<file path="config.mk">
export PLATFORM = sky130hd
export DESIGN_NAME = if_id_queue
export DESIGN_NICKNAME = d
export VERILOG_FILES = /design/src/rtl/cpu_pkg.sv /design/src/rtl/if_id_queue.sv
export SDC_FILE = /design/constraint.sdc
export NUM_CORES = 1
export LEC_CHECK = 0
export ABC_CLOCK_PERIOD_IN_PS = 4840
export BUFFER_PORTS_ARGS = -buffer_cell sky130_fd_sc_hd__buf_2
export CORE_ASPECT_RATIO = 2
export CORE_UTILIZATION = 54
export CTS_CLUSTER_DIAMETER = 30
export DETAILED_ROUTE_END_ITERATION = 6
export HOLD_SLACK_MARGIN = 0.02
export PLACE_DENSITY_LB_ADDON = 0.08
export RECOVER_POWER = 100
export SYNTH_ARGS = -nofsm -noshare
export SYNTH_HDL_FRONTEND = slang
export SYNTH_SLANG_ARGS = --single-unit
</file>
<file path="constraint.sdc">
create_clock -name clk -period 4.84 [get_ports clk]
set_clock_uncertainty 0.15 [all_clocks]
set_input_delay 0.968 -clock clk [delete_from_list [all_inputs] [get_ports clk]]
set_output_delay 0.968 -clock clk [all_outputs]
set_load 0.02 [all_outputs]
</file>
<file path="src/rtl/cpu_pkg.sv">
`default_nettype none
// ============================================================================
// Module      : cpu_pkg
// Description : Constants shared between the fetch, queue and decode stages.
// Revision    : 1.0 - initial release
// ============================================================================
package cpu_pkg;

  localparam int          INSTR_W   = 32;
  localparam logic [31:0] RESET_PC  = 32'h0000_3000;
  // MIPS sll $0,$0,0
  localparam logic [31:0] NOP_INSTR = 32'h0000_0000;
  // Exception code decode raises for an entry tagged with out_exc
  localparam logic [4:0]  EXC_ADEL  = 5'd4;

endpackage
`default_nettype wire

</file>
<file path="src/rtl/if_id_queue.sv">
`default_nettype none
// ============================================================================
// Module      : if_id_queue
// Description : Circular fetch-to-decode buffer with valid/ready handshake,
//               misaligned-PC tagging and mispredict flush.
// Revision    : 1.0 - initial release
// ============================================================================
module if_id_queue
  import cpu_pkg::*;
#(
  parameter int          DEPTH     = 2,
  parameter logic [31:0] RESET_PC  = cpu_pkg::RESET_PC,
  parameter logic [31:0] NOP_INSTR = cpu_pkg::NOP_INSTR
) (
  input  logic                     clk,
  input  logic                     reset,
  input  logic                     in_valid,
  input  logic [31:0]              in_pc,
  input  logic [INSTR_W-1:0]       in_instr,
  output logic                     in_ready,
  input  logic                     flush,
  output logic                     out_valid,
  output logic [31:0]              out_pc,
  output logic [31:0]              out_pc4,
  output logic [INSTR_W-1:0]       out_instr,
  output logic                     out_exc,
  input  logic                     out_ready,
  output logic [$clog2(DEPTH):0]   occupancy
);

  localparam int c_PTR_W = $clog2(DEPTH);
  localparam int c_CNT_W = c_PTR_W + 1;
  localparam logic [c_CNT_W-1:0] c_FULL = c_CNT_W'(DEPTH);

  logic [31:0]          r_pc_q    [DEPTH];
  logic [INSTR_W-1:0]   r_instr_q [DEPTH];
  logic                 r_exc_q   [DEPTH];
  logic [c_PTR_W-1:0]   r_wr_ptr;
  logic [c_PTR_W-1:0]   r_rd_ptr;
  logic [c_CNT_W-1:0]   r_count;

  logic                 w_push;
  logic                 w_pop;

  // in_ready depends only on count, so there is no combinational path from out_ready
  assign in_ready  = (r_count != c_FULL);
  assign out_valid = (r_count != '0);
  assign w_push    = in_valid & in_ready;
  assign w_pop     = out_valid & out_ready;
  assign occupancy = r_count;

  always_comb begin
    out_pc    = RESET_PC;
    out_instr = NOP_INSTR;
    out_exc   = 1'b0;
    if (out_valid) begin
      out_pc    = r_pc_q[r_rd_ptr];
      out_instr = r_instr_q[r_rd_ptr];
      out_exc   = r_exc_q[r_rd_ptr];
    end
  end

  assign out_pc4 = out_pc + 32'd4;

  always_ff @(posedge clk or negedge reset) begin
    if (!reset) begin
      r_wr_ptr <= '0;
      r_rd_ptr <= '0;
      r_count  <= '0;
      for (int i = 0; i < DEPTH; i++) begin
        r_pc_q[i]    <= '0;
        r_instr_q[i] <= '0;
        r_exc_q[i]   <= 1'b0;
      end
    end else if (flush) begin
      // Wrong-path entries are abandoned; stale storage is never read while count is 0
      r_wr_ptr <= '0;
      r_rd_ptr <= '0;
      r_count  <= '0;
    end else begin
      if (w_push) begin
        r_pc_q[r_wr_ptr]    <= in_pc;
        r_instr_q[r_wr_ptr] <= in_instr;
        r_exc_q[r_wr_ptr]   <= (in_pc[1:0] != 2'b00);
        r_wr_ptr            <= r_wr_ptr + c_PTR_W'(1);
      end
      if (w_pop) begin
        r_rd_ptr <= r_rd_ptr + c_PTR_W'(1);
      end
      if (w_push && !w_pop) begin
        r_count <= r_count + c_CNT_W'(1);
      end else if (w_pop && !w_push) begin
        r_count <= r_count - c_CNT_W'(1);
      end
    end
  end

`ifndef SYNTHESIS
  always @(posedge clk) begin
    if (reset) begin
      assert (r_count <= c_FULL)
        else $error("if_id_queue: count above DEPTH");
      assert (!(r_count == '0 && w_pop && !w_push && !flush))
        else $error("if_id_queue: count underflow");
    end
  end
`endif

endmodule
`default_nettype wire

</file>
==> run summary <==
Die footprint = 0.0131 sq mm
Worst vdd ir = 0.329 mV
Port Buffer Count = 169
Total global-route track usage = 25.2%
Delay-heaviest family, CP = simple AND/OR/NAND/NOR gates
Crit path kind = register to output pin
Vias = 4919
R2R depth = 5
Final hold violation count = 0
Yosys cell types = 39
Maxcap violations = 4
Top post-synthesis cells by area = dfrtp_1 49%, mux2_2 21%, mux2i_1 9.4%, nor2_1 4.1%, xor2_1 2.6%
EDFF count, synth = 0
Count leader, synth = dfrtp_1
Worst setup SP type = register
Die height = 161 microns
First-pass GRT wire length = 25.0 mm
Critical path cell sequence = buf_4 -> nand3b_1 -> a211oi_1 -> nand4_4 -> nor4_1 -> xor2_1 -> buf_2
Clock transition at the registers of the reported paths = 60 ps
Post-synthesis sequential area ratio = 49.1%
Total power = 0.00388 W
Post-CTS setup buffers = 0
Avg Cell Area, Syn = 12.3 sq um
Fraction of layout cells with a size suffix above 1 = 36.6%
Avg WL per Cell = 17.5 microns
Worst-Margin Slew = 2450 ps
Final Util = 66.5%
Synth-to-layout area growth = 19.3%
Arr. time, crit path = 3370 ps
Hold depth = 2
DRC viols = 0
CTS resizes = 0
Setup violations, final = 0
Grt ovf = 0
Top_reg_cell synth = dfrtp_1
Synth cell count leaders = 134 x dfrtp_1, 129 x mux2_2, 74 x nor2_1
Unrepaired setup endpoints after global routing = no
Worst-path maximum fanout = 32
Syn nets = 624
Largest stage delay on the critical path = 680 ps
Final non-filler cell total = 877
# hold bufs at CTS = 0
Vias in the first global route = 5266
Cells after Synth = 554
Synth Register Bits = 134
Tmin final = 4480 ps
Std-Cell Rows = 57
Final RePlAce weighted congestion = 0.870
Core Region = 0.0123 sq mm
I/O Pins = 170
Required time of the critical path = 3720 ps
Status = finished, violations left
Pleak = 3.54 nW
Max Clk Rate = 223 MHz
Antenna violations before repair = 1
Worst hold slack = 348 ps
Clock Latency Late Sink = 410 ps
DR vias/cell = 5.61
Post-Route WL = 15.4 mm
Nets = 786
Cell count after placement = 844
Yosys warns = 0
Pre-Repair DR Iteration Count = 4
Slowest CP cell = dfrtp_4
Yosys top cell area share = 49.1%
DRT antenna net count = 0
CP Capture Type = output pin
Die Width = 81.5 microns
Root buffer cell = clkbuf_16
CP Buf/Inv Count = 2
Asr flop ratio synth = 100%
Initial drt markers = 205
Setup TNS = 0 ps
Cell type with the highest aggregate area in the netlist = dfrtp_1
Slew Limit Fails = 224
Reg2reg setup slack = 1200 ps
Hold crit path type = register to register
Post-DP HPWL = 10.6 mm
Reg2reg end = r_pc_q[62]$_DFFE_PN0P_
Worst hold path endpoint = r_exc_q[0]$_DFFE_PN0P_
Worst hold path startpoint = r_exc_q[0]$_DFFE_PN0P_
Area of the mapped netlist = 0.00683 sq mm
Failing checks = max-capacitance violations, max-slew violations
Clock tree sinks = 134
Clock H-tree levels = 4
Relative slew slack = -63.3%
Tcrit/Tclk final = 92.6%
Initial Utilization = 55.7%
Num CTS Buffers = 17
Largest net degree at the start of global routing = 102
Max clock buf depth = 2
CTS tree = done
Pwr per Cell Area = 476 mW/mm^2
FF-to-FF Start = occupancy[0]$_DFFE_PN0P_
## where the power goes
part | internal [W] | total, W | leakage, nW | switching, W
sequential | 0.00143 | 0.00163 | 1.59 | 0.000193
clock | 0.000791 | 0.00129 | 0.283 | 0.000495
combinational | 0.000443 | 0.000968 | 1.66 | 0.000525
total | 0.00267 | 0.00388 | 3.54 | 0.00121
## per-layer routing
layer  GRT usage (%)  routed length, microns  up-vias
li1                -                       -     2266
met1            26.7                    5740     2435
met2            44.3                    8290      177
met3            6.72                     857       41
met4            12.4                     490        0
met5               0                       0        -
## worst max path at each step
stage,cells after the start,startpoint,to
floorplan,13,r_rd_ptr$_DFFE_PN0P_,out_pc4[26]
global placement,9,r_rd_ptr$_DFFE_PN0P_,out_pc4[26]
detailed placement,9,r_rd_ptr$_DFFE_PN0P_,out_pc4[26]
CTS,9,r_rd_ptr$_DFFE_PN0P_,out_pc4[26]
global route,6,r_rd_ptr$_DFFE_PN0P_,out_pc4[28]
finish,7,r_rd_ptr$_DFFE_PN0P_,out_pc4[31]
## placed cells by master (no fill, tap or decap), types with 3 or more instances in the layout
master      Yosys  final
nor4_1          1      6
mux2_2        129    127
dfrtp_1       134    133
clkbuf_1        4     81
nand4_1         4      5
nand2b_1        3      3
buf_4           4      3
nor3_1         10     10
clkbuf_16       0     17
clkbuf_2        0      4
nor2_1         74     74
mux2i_1        64     64
nand3_1        16     16
clkinvlp_4      0      4
xnor2_1        10     10
inv_6           0      5
nor4_2          8      3
a21oi_1         3      3
nand3b_1        3      4
buf_2          15     88
inv_1           3      3
xor2_1         20     20
nand2_1        19     19
## flip-flops by register name (all words and copies together), names as in the netlist
register,cells
r_instr_q,64
r_rd_ptr,1
r_exc_q,2
r_pc_q,64
occupancy,2
r_wr_ptr,1
## worst reg2reg max path: cells and delay by family, from the launching register on
family / cells / cell delay, ps
simple gates: 3 / 1070
mux: 1 / 490
flops: 1 / 430
buf+inv: 1 / 1370
## stage by stage
step                worst slack [ps]  area [sq um]
finish                           357          8150
global route                     204          8150
detailed placement              1000          7750
global placement                1050          7750
floorplan                        371          6830
CTS                              551          8350
## area by class of cell
| type | instances | area (sq um) |
|---|---|---|
| Inverter | 3 | 11.3 |
| Tap cell | 147 | 184 |
| Clock buffer | 19 | 453 |
| Timing Repair Buffer | 176 | 787 |
| Multi-Input combinational cell | 384 | 3210 |
| Antenna cell | 1 | 2.50 |
| Fill cell | 1044 | 4110 |
| Sequential cell | 134 | 3360 |
| Clock inverter | 13 | 144 |
## cell families after synthesis
logic type                 count (synthesis)  share of synthesized area (%)
AOI/OAI and AO/OA                         11                           1.54
muxes                                    193                           30.6
buffers and inverters                     36                           3.09
adders and majority gates                  1                          0.183
and+or+nand+nor                          149                           11.6
DFF                                      134                           49.1
xor gates and xnor gates                  30                           3.84
No activity file was read; power rests on OpenSTA's default activity.
